===== src/rtl/lpm_stream_pkg.sv =====
// Shared definitions for the ROM streamer: FSM state encoding and ROM read latency.
package lpm_stream_pkg;

    // Cycles from a read being issued to its data on rom_q
    localparam int unsigned ROM_LATENCY = 2;

    typedef enum logic [1:0] {
        IDLE  = 2'd0,
        ISSUE = 2'd1,
        DRAIN = 2'd2
    } state_t;

endpackage


===== src/rtl/lpm_stream_fifo.sv =====
// Output buffer for the ROM streamer: shift-register FIFO whose head entry is a
// flop, so dout/empty come straight from registers.
// Ports: clock, sclr_n (sync active-low reset), push/din (write), pop (read head),
//        dout (head word), full, empty, count (occupancy).
module lpm_stream_fifo #(
    parameter  int unsigned WIDTH = 9,
    parameter  int unsigned DEPTH = 4,
    localparam int unsigned CW    = $clog2(DEPTH + 1)
) (
    input  logic             clock,
    input  logic             sclr_n,
    input  logic             push,
    input  logic [WIDTH-1:0] din,
    input  logic             pop,
    output logic [WIDTH-1:0] dout,
    output logic             full,
    output logic             empty,
    output logic [CW-1:0]    count
);

    logic [WIDTH-1:0] mem   [DEPTH];
    logic [WIDTH-1:0] mem_d [DEPTH];
    logic [DEPTH-1:0] vld;
    logic [DEPTH-1:0] vld_d;
    logic [CW-1:0]    count_d;
    logic [CW-1:0]    wr_idx;
    logic             pop_ok;
    logic             push_ok;

    // A pop frees the head slot, so a push into a full FIFO is accepted in the same cycle
    assign pop_ok  = pop & vld[0];
    assign push_ok = push & (~vld[DEPTH-1] | pop_ok);
    assign wr_idx  = count - CW'(pop_ok);

    // Next contents: shift down on pop, then write at the first free slot
    always_comb begin
        vld_d = vld;
        for (int i = 0; i < DEPTH; i++) begin
            mem_d[i] = mem[i];
        end
        if (pop_ok) begin
            for (int i = 0; i < DEPTH - 1; i++) begin
                mem_d[i] = mem[i+1];
                vld_d[i] = vld[i+1];
            end
            mem_d[DEPTH-1] = '0;
            vld_d[DEPTH-1] = 1'b0;
        end
        if (push_ok) begin
            for (int i = 0; i < DEPTH; i++) begin
                if (CW'(i) == wr_idx) begin
                    mem_d[i] = din;
                    vld_d[i] = 1'b1;
                end
            end
        end
        count_d = count + CW'(push_ok) - CW'(pop_ok);
    end

    always_ff @(posedge clock) begin
        if (!sclr_n) begin
            vld   <= '0;
            count <= '0;
            for (int i = 0; i < DEPTH; i++) begin
                mem[i] <= '0;
            end
        end else begin
            vld   <= vld_d;
            count <= count_d;
            for (int i = 0; i < DEPTH; i++) begin
                mem[i] <= mem_d[i];
            end
        end
    end

    assign dout  = mem[0];
    assign empty = ~vld[0];
    assign full  = vld[DEPTH-1];

endmodule


===== src/rtl/lpm_rom_streamer.sv =====
// Streams a burst of consecutive ROM words (address wraps at LPM_NUMWORDS) out of a
// ready/valid port. Reads are issued against a ROM with 2-cycle latency only while
// the output buffer has room for every in-flight word.
// Ports: clock, sclr_n (sync active-low reset), start/start_addr/length (burst
//        request), rom_address/rom_memenab/rom_q (ROM side), dout/dout_valid/
//        dout_ready/dout_last (stream), busy, done (completion pulse).
module lpm_rom_streamer
    import lpm_stream_pkg::*;
#(
    parameter int unsigned LPM_WIDTH    = 8,
    parameter int unsigned LPM_WIDTHAD  = 8,
    parameter int unsigned LPM_NUMWORDS = 1 << LPM_WIDTHAD,
    parameter int unsigned FIFO_DEPTH   = 4
) (
    input  logic                   clock,
    input  logic                   sclr_n,
    input  logic                   start,
    input  logic [LPM_WIDTHAD-1:0] start_addr,
    input  logic [LPM_WIDTHAD:0]   length,
    output logic [LPM_WIDTHAD-1:0] rom_address,
    output logic                   rom_memenab,
    input  logic [LPM_WIDTH-1:0]   rom_q,
    output logic [LPM_WIDTH-1:0]   dout,
    output logic                   dout_valid,
    input  logic                   dout_ready,
    output logic                   dout_last,
    output logic                   busy,
    output logic                   done
);

    localparam int unsigned AW = LPM_WIDTHAD;
    localparam int unsigned LW = LPM_WIDTHAD + 1;
    localparam int unsigned FW = LPM_WIDTH + 1;
    localparam int unsigned CW = $clog2(FIFO_DEPTH + 1);
    localparam int unsigned OW = CW + 1;

    state_t                 state, state_d;
    logic [AW-1:0]          addr, addr_d, addr_inc;
    logic [LW-1:0]          rem, rem_d;
    logic [AW-1:0]          rom_address_d;
    logic                   busy_d;
    logic                   done_d;
    logic [ROM_LATENCY-1:0] pipe_v, pipe_v_d;
    logic [ROM_LATENCY-1:0] pipe_last, pipe_last_d;
    logic                   issue;
    logic                   last_tag;
    logic                   credit;
    logic [OW-1:0]          occ;
    logic                   pop;
    logic                   fifo_full;
    logic                   fifo_empty;
    logic [CW-1:0]          fifo_count;
    logic [FW-1:0]          fifo_q;

    lpm_stream_fifo #(
        .WIDTH (FW),
        .DEPTH (FIFO_DEPTH)
    ) u_fifo (
        .clock  (clock),
        .sclr_n (sclr_n),
        .push   (pipe_v[ROM_LATENCY-1]),
        .din    ({pipe_last[ROM_LATENCY-1], rom_q}),
        .pop    (pop),
        .dout   (fifo_q),
        .full   (fifo_full),
        .empty  (fifo_empty),
        .count  (fifo_count)
    );

    assign dout       = fifo_q[LPM_WIDTH-1:0];
    assign dout_last  = fifo_q[LPM_WIDTH];
    assign dout_valid = ~fifo_empty;
    assign pop        = dout_valid & dout_ready;
    assign addr_inc   = (addr == AW'(LPM_NUMWORDS - 1)) ? '0 : addr + AW'(1);

    // Next-state and next register values
    always_comb begin
        state_d       = state;
        addr_d        = addr;
        rem_d         = rem;
        rom_address_d = rom_address;
        done_d        = 1'b0;
        issue         = 1'b0;
        last_tag      = 1'b0;

        // Buffered plus in-flight words; a pop this cycle frees one slot
        occ = OW'(fifo_count);
        for (int i = 0; i < ROM_LATENCY; i++) begin
            occ = occ + OW'(pipe_v[i]);
        end
        credit = (~fifo_full | pop) && (occ < OW'(FIFO_DEPTH) + OW'(pop));

        unique case (state)
            IDLE: begin
                if (start && (length != '0)) begin
                    addr_d  = start_addr;
                    rem_d   = length;
                    state_d = ISSUE;
                end else if (start) begin
                    done_d = 1'b1;
                end
            end
            ISSUE: begin
                if (credit) begin
                    issue         = 1'b1;
                    rom_address_d = addr;
                    addr_d        = addr_inc;
                    rem_d         = rem - LW'(1);
                    last_tag      = (rem == LW'(1));
                    if (rem == LW'(1)) begin
                        state_d = DRAIN;
                    end
                end
            end
            DRAIN: begin
                if (pop && dout_last) begin
                    state_d = IDLE;
                    done_d  = 1'b1;
                end
            end
            default: state_d = IDLE;
        endcase

        busy_d      = (state_d != IDLE);
        pipe_v_d    = {pipe_v[ROM_LATENCY-2:0], issue};
        pipe_last_d = {pipe_last[ROM_LATENCY-2:0], last_tag};
    end

    // State and datapath registers
    always_ff @(posedge clock) begin
        if (!sclr_n) begin
            state       <= IDLE;
            addr        <= '0;
            rem         <= '0;
            rom_address <= '0;
            rom_memenab <= 1'b0;
            busy        <= 1'b0;
            done        <= 1'b0;
            pipe_v      <= '0;
            pipe_last   <= '0;
        end else begin
            state       <= state_d;
            addr        <= addr_d;
            rem         <= rem_d;
            rom_address <= rom_address_d;
            rom_memenab <= busy_d;
            busy        <= busy_d;
            done        <= done_d;
            pipe_v      <= pipe_v_d;
            pipe_last   <= pipe_last_d;
        end
    end

endmodule


===== config.mk =====
export PLATFORM = sky130hd
export DESIGN_NAME = lpm_rom_streamer
export DESIGN_NICKNAME = d
export VERILOG_FILES = /design/src/rtl/lpm_stream_pkg.sv /design/src/rtl/lpm_stream_fifo.sv /design/src/rtl/lpm_rom_streamer.sv
export SDC_FILE = /design/constraint.sdc
export NUM_CORES = 1
export LEC_CHECK = 0
export BUFFER_PORTS_ARGS = -buffer_cell sky130_fd_sc_hd__buf_2
export CORE_AREA = 2 2 95 74
export DETAILED_ROUTE_END_ITERATION = 10
export DIE_AREA = 0 0 97 76
export GPL_TIMING_DRIVEN = 1
export PLACE_DENSITY = 0.9
export SLEW_MARGIN = 20
export SYNTH_ARGS = -nofsm -noshare
export SYNTH_HDL_FRONTEND = slang
export SYNTH_SLANG_ARGS = --single-unit
export TNS_END_PERCENT = 30

===== constraint.sdc =====
create_clock -name clock -period 5.35 [get_ports clock]
set_input_delay 1.605 -clock clock [delete_from_list [all_inputs] [get_ports clock]]
set_output_delay 1.605 -clock clock [all_outputs]
set_load 0.1 [all_outputs]

# ---- Word-level counts from Yosys, hierarchy flattened
# Memory sizes are Yosys's and may differ from the RTL's.
# Cells that the tools add are included.
dict set report word_totals {
  ramBits 36
  n_memories 1
  elab_cells 88
  register_bits 40
  in_bits 29
}
# name depth word_bits rd rd_ports_with_merged_regs wr line_no
set mem_list {}
lappend mem_list {u_fifo.mem 4 9 4 0 4 lpm_stream_fifo.sv:21} ;# logic [WIDTH-1:0] mem [DEPTH];
dict set report op_classes {
  muxes 35
  magnitude_cmp 1
  eq_ne 9
  bitwise_logic 10
  n_addsub 8
  reduce_logical 12
}
# cell count
set op_table {}
lappend op_table {{$mux W9} 10}
lappend op_table {{$mux W36} 2}
lappend op_table {{$mux W8} 3}
lappend op_table {{$pmux W9 S2} 1}
lappend op_table {{$pmux W8 S2} 1}
lappend op_table {{$mux W1} 10}
lappend op_table {{$eq A9 B1 Y1 const B} 1}
lappend op_table {{$reduce_bool A9 Y1} 1}
lappend op_table {{$sub A9 B1 Y9 const B} 1}
lappend op_table {{$add A8 B1 Y8 const B} 1}
lappend op_table {{$eq A8 B8 Y1 const B} 1}
lappend op_table {{$mux W2} 4}
lappend op_table {{$mux W4} 2}
lappend op_table {{$eq A2 B3 Y1 const A} 2}
lappend op_table {{$or A1 B1 Y1} 6}
lappend op_table {{$pmux W2 S3} 1}
lappend op_table {{$reduce_and A3 Y1} 2}
lappend op_table {{$sub A3 B1 Y3} 2}
lappend op_table {{$add A3 B1 Y4} 1}
lappend op_table {{$add A3 B1 Y4 const A} 1}
lappend op_table {{$add A4 B1 Y4} 1}
lappend op_table {{$lt A4 B4 Y1} 1}
lappend op_table {{$ne A2 B2 Y1 const B} 2}
lappend op_table {{$reduce_and A2 Y1} 2}
lappend op_table {{11 further kinds} 16}

# ---- Longest topological paths before layout
dict set report depth {
  ltp_word 7
  ltp_mapped 11
}

# ---- Modules after synthesis
# Synthesis repeated with hierarchy kept, for this count alone.
dict set report hier_totals {
  hier_cells 438
  area_unflattened_um2 3862.5
}
# mod n_inst cells_each area_per_inst_um2 seq_area_each_um2
set by_module_without_submodules {}
lappend by_module_without_submodules {lpm_stream_fifo 1 212 2054.5 860.8}
lappend by_module_without_submodules {lpm_rom_streamer 1 226 1808.0 660.6}

# ---- Worst setup path before layout
# Ideal clock, no wire load.
dict set report synth_path {
  path_kind {input to register}
  startpoint {input dout_ready}
  endpoint {memory u_fifo.mem[1][0]}
  n_path_buf 3
  cell_stages 11
  setup_time_ns 0.116
  setup_slack_ns 1.601
  arrival_ns 3.633
  t_required_ns 5.234
  cell_sequence {nand2_1 > inv_1 > clkbuf_1 > ha_1 > ha_1 > xnor2_1 > nand3_1 > or3_1 > buf_2 > buf_2 > o211a_1}
}
# element line_no
set synth_rtl {}
lappend synth_rtl {{from (decl)} lpm_rom_streamer.sv:25} ;# input logic dout_ready,
lappend synth_rtl {{to (decl)} lpm_stream_fifo.sv:21}

==> results.sh <==
export IMPL_outcome="completed"
export IMPL_drt_pass1_iterations=5
export IMPL_synth_seq_cells=76
export IMPL_antenna_cells=0
export IMPL_setup_tns_ns=0
export IMPL_reg2reg_depth=10
export IMPL_initial_core_util=0.5756
export IMPL_n_fill_cell=547
export IMPL_rows=26
export IMPL_grt_pass1_vias=3316
export IMPL_max_stage_delay_ns=0.63
export IMPL_ctsResizeCount=0
export IMPL_rrSetupSlack_ns=2.34
export IMPL_endpoint_kind="register"
export IMPL_ir_drop_mv=0.1601
export IMPL_dpl_instance_area_mm2=0.004005
export IMPL_hpwl_um=5560
export IMPL_antenna_found_initial=0
export IMPL_cts_buffers=9
export IMPL_cpLargestDelayFamily="simple AND/OR/NAND/NOR gates"
export IMPL_h_tree_depth=3
export IMPL_path_class="input pin to register"
export IMPL_critPathMaxFanout=30
export IMPL_ant_nets=0
export IMPL_ys_warn_count=0
export IMPL_grt_max_degree=49
export IMPL_r2r_end="rem[5]"
export IMPL_syn_nets=487
export IMPL_grt_pass1_wl_um=14670
export IMPL_synth_distinct_cells=56
export IMPL_synth_edf_count=0
export IMPL_r2r_start="pipe_v[0]"
export IMPL_power_density_mw_per_mm2=318.4
export IMPL_whs_ns=0.4571
export IMPL_drive_gt1_frac=0.1646
export IMPL_async_flop_share=0
export IMPL_routedWlPerCell_um=15.16
export IMPL_syn_inst=447
export IMPL_post_cts_buffers=0
export IMPL_grt_setup_unrepaired="false"
export IMPL_crit_top_cell="ha_1"
export IMPL_cts_sinks=76
export IMPL_io_buffers=49
export IMPL_ctsRootBufferMaster="clkbuf_8"
export IMPL_area_growth_pct=12.00
export IMPL_leakagePower_uw=0.002010
export IMPL_worstMarginPinSlew_ns=0.9878
export IMPL_max_freq_ghz=0.2667
export IMPL_path_cells="buf_2 > nand2_1 > inv_1 > buf_4 > ha_1 > ha_1 > xnor2_1 > nand3_1 > or3_1 > o211a_1"
export IMPL_period_share=0.7009
export IMPL_crit_path_start_kind="input pin"
export IMPL_nets=521
export IMPL_cts_max_path_buffers=2
export IMPL_hold_depth=1
export IMPL_place_congestion=0.9146
export IMPL_synth_avg_cell_area_um2=8.420
export IMPL_hold_path_class="register to register"
export IMPL_clock_latency_ns=0.36
export IMPL_dieArea_mm2=0.007372
export IMPL_report_final_setup_viol=0
export IMPL_synth_area_mm2=0.003764
export IMPL_cts_tree="yes"
export IMPL_overflow=0
export IMPL_fin_area_mm2=0.004215
export IMPL_cts_hold_buf=0
export IMPL_via_per_inst=5.926
export IMPL_drc=0
export IMPL_grt_usage=0.2379
export IMPL_wl_um=8640
export IMPL_synth_main_ff_cell="dfxtp_1"
export IMPL_timing_max_cap_violations=0
export IMPL_io_pins=50
export IMPL_max_slew_margin=0.3401
export IMPL_finalCriticalPeriod_ns=3.750
export IMPL_fin_skew_ns=0.01698
export IMPL_die_y_um=76
export IMPL_hold_end="pipe_last[1]"
export IMPL_required_ns=5.59
export IMPL_min_delay_start="pipe_last[0]"
export IMPL_drt_initial_drc_count=204
export IMPL_core_area_mm2=0.006539
export IMPL_die_w_um=97
export IMPL_worst_path_buf_inv=3
export IMPL_cts_reportedPaths_clkPinSlew_ns=0.07
export IMPL_dr_total_vias=3378
export IMPL_maxSlewViolCount=0
export IMPL_seq_area_frac_synth=0.4043
export IMPL_slowest_stage="or3_1"
export IMPL_hold_violations=0
export IMPL_arrival_ns=3.99
## cell families (layout without fill, tap and decap cells)
kind of cell | after synthesis | after routing | synth area share
and+or+nand+nor | 204 | 204 | 0.2626
muxes | 10 | 10 | 0.02660
buffers and inverters | 44 | 83 | 0.05186
AOI/OAI and AO/OA | 99 | 99 | 0.2071
adders and majority gates | 11 | 11 | 0.04056
xor gates and xnor gates | 3 | 3 | 0.006983
DFF | 76 | 76 | 0.4043
## Yosys cell counts, types with 3 or more instances
cell / n / share of area
o211a_1: 28 / 0.074
and2_1: 6 / 0.010
nor2_1: 7 / 0.0070
o21ai_1: 3 / 0.0040
mux2i_1: 10 / 0.027
nand3_1: 54 / 0.072
o211ai_1: 3 / 0.0060
nor3_1: 3 / 0.0040
inv_1: 13 / 0.013
nand2_1: 97 / 0.097
clkbuf_1: 16 / 0.016
o21ai_0: 13 / 0.017
buf_2: 9 / 0.012
nor2b_1: 12 / 0.020
buf_4: 3 / 0.0060
a21oi_1: 13 / 0.017
a21boi_0: 14 / 0.028
dfxtp_1: 76 / 0.40
nand4b_1: 3 / 0.0070
ha_1: 9 / 0.030
a21boi_1: 4 / 0.0080
o31ai_1: 7 / 0.014
## worst max-delay path by stage
stage / from / endpoint / slack, ns / depth (start not counted)
6_report: dout_ready / u_fifo.mem[0][3] / 1.60 / 10
3_3_place_gp: dout_ready / u_fifo.mem[0][1] / 1.44 / 10
3_5_place_dp: dout_ready / u_fifo.mem[0][3] / 1.27 / 10
2_1_floorplan: dout_ready / u_fifo.mem[1][0] / 1.60 / 11
4_1_cts: dout_ready / u_fifo.mem[0][3] / 1.63 / 10
5_1_grt: dout_ready / u_fifo.mem[0][3] / 1.43 / 10
## through the flow
step / std cells / utilization / total power (uW) / worst slack (ns)
2_1_floorplan: 447 / - / 838.0 / 1.601
3_3_place_gp: 554 / 0.6125 / 883.2 / 1.436
3_5_place_dp: 554 / 0.6125 / 893.4 / 1.267
4_1_cts: 570 / 0.6447 / 1346 / 1.628
5_1_grt: 570 / 0.6447 / 1395 / 1.426
6_report: 570 / 0.6447 / 1342 / 1.600
## cell type report
| type | count | area [um^2] | area share |
|---|---|---|---|
| timing repair buffer | 54 | 282.8 | 0.06708 |
| clock inverter | 6 | 72.57 | 0.01722 |
| inverter | 13 | 48.80 | 0.01158 |
| multi-input combinational | 327 | 2047 | 0.4856 |
| clock buffer | 10 | 137.6 | 0.03265 |
| tap | 84 | 105.1 | 0.02493 |
| sequential | 76 | 1521 | 0.3609 |
## placed cells by master (no fill, tap or decap), types with 9 or more instances in the layout
master / synthesis / final
a21boi_0: 14 / 14
a21oi_1: 13 / 13
buf_2: 9 / 49
clkbuf_8: 0 / 10
dfxtp_1: 76 / 76
ha_1: 9 / 9
inv_1: 13 / 13
mux2i_1: 10 / 10
nand2_1: 97 / 97
nand3_1: 54 / 54
nor2b_1: 12 / 12
o211a_1: 28 / 28
o21ai_0: 13 / 13
## metal layers
layer / vias up / wire length (um) / track usage
met5: - / 0 / 0
met4: 0 / 116 / 0.08169
met3: 14 / 550 / 0.06514
met2: 121 / 4302 / 0.4118
met1: 1604 / 3669 / 0.2862
li1: 1639 / - / -
## flip-flops by register name, indices dropped and copies added, names as in the netlist
| signal | flops |
|---|---|
| rom_address | 8 |
| pipe_v | 2 |
| busy | 1 |
| pipe_last | 2 |
| u_fifo.count | 3 |
| done | 1 |
| addr | 8 |
| u_fifo.vld | 4 |
| state | 2 |
| rem | 9 |
| u_fifo.mem | 36 |
## report_power, final
| group | internal, uW | switching, uW | total, uW |
|---|---|---|---|
| Clock | 232 | 225 | 457 |
| Combinational | 80.5 | 180 | 261 |
| Sequential | 595 | 29.7 | 624 |
| Total | 907 | 435 | 1340 |
Power figures use the tool's default switching activity.
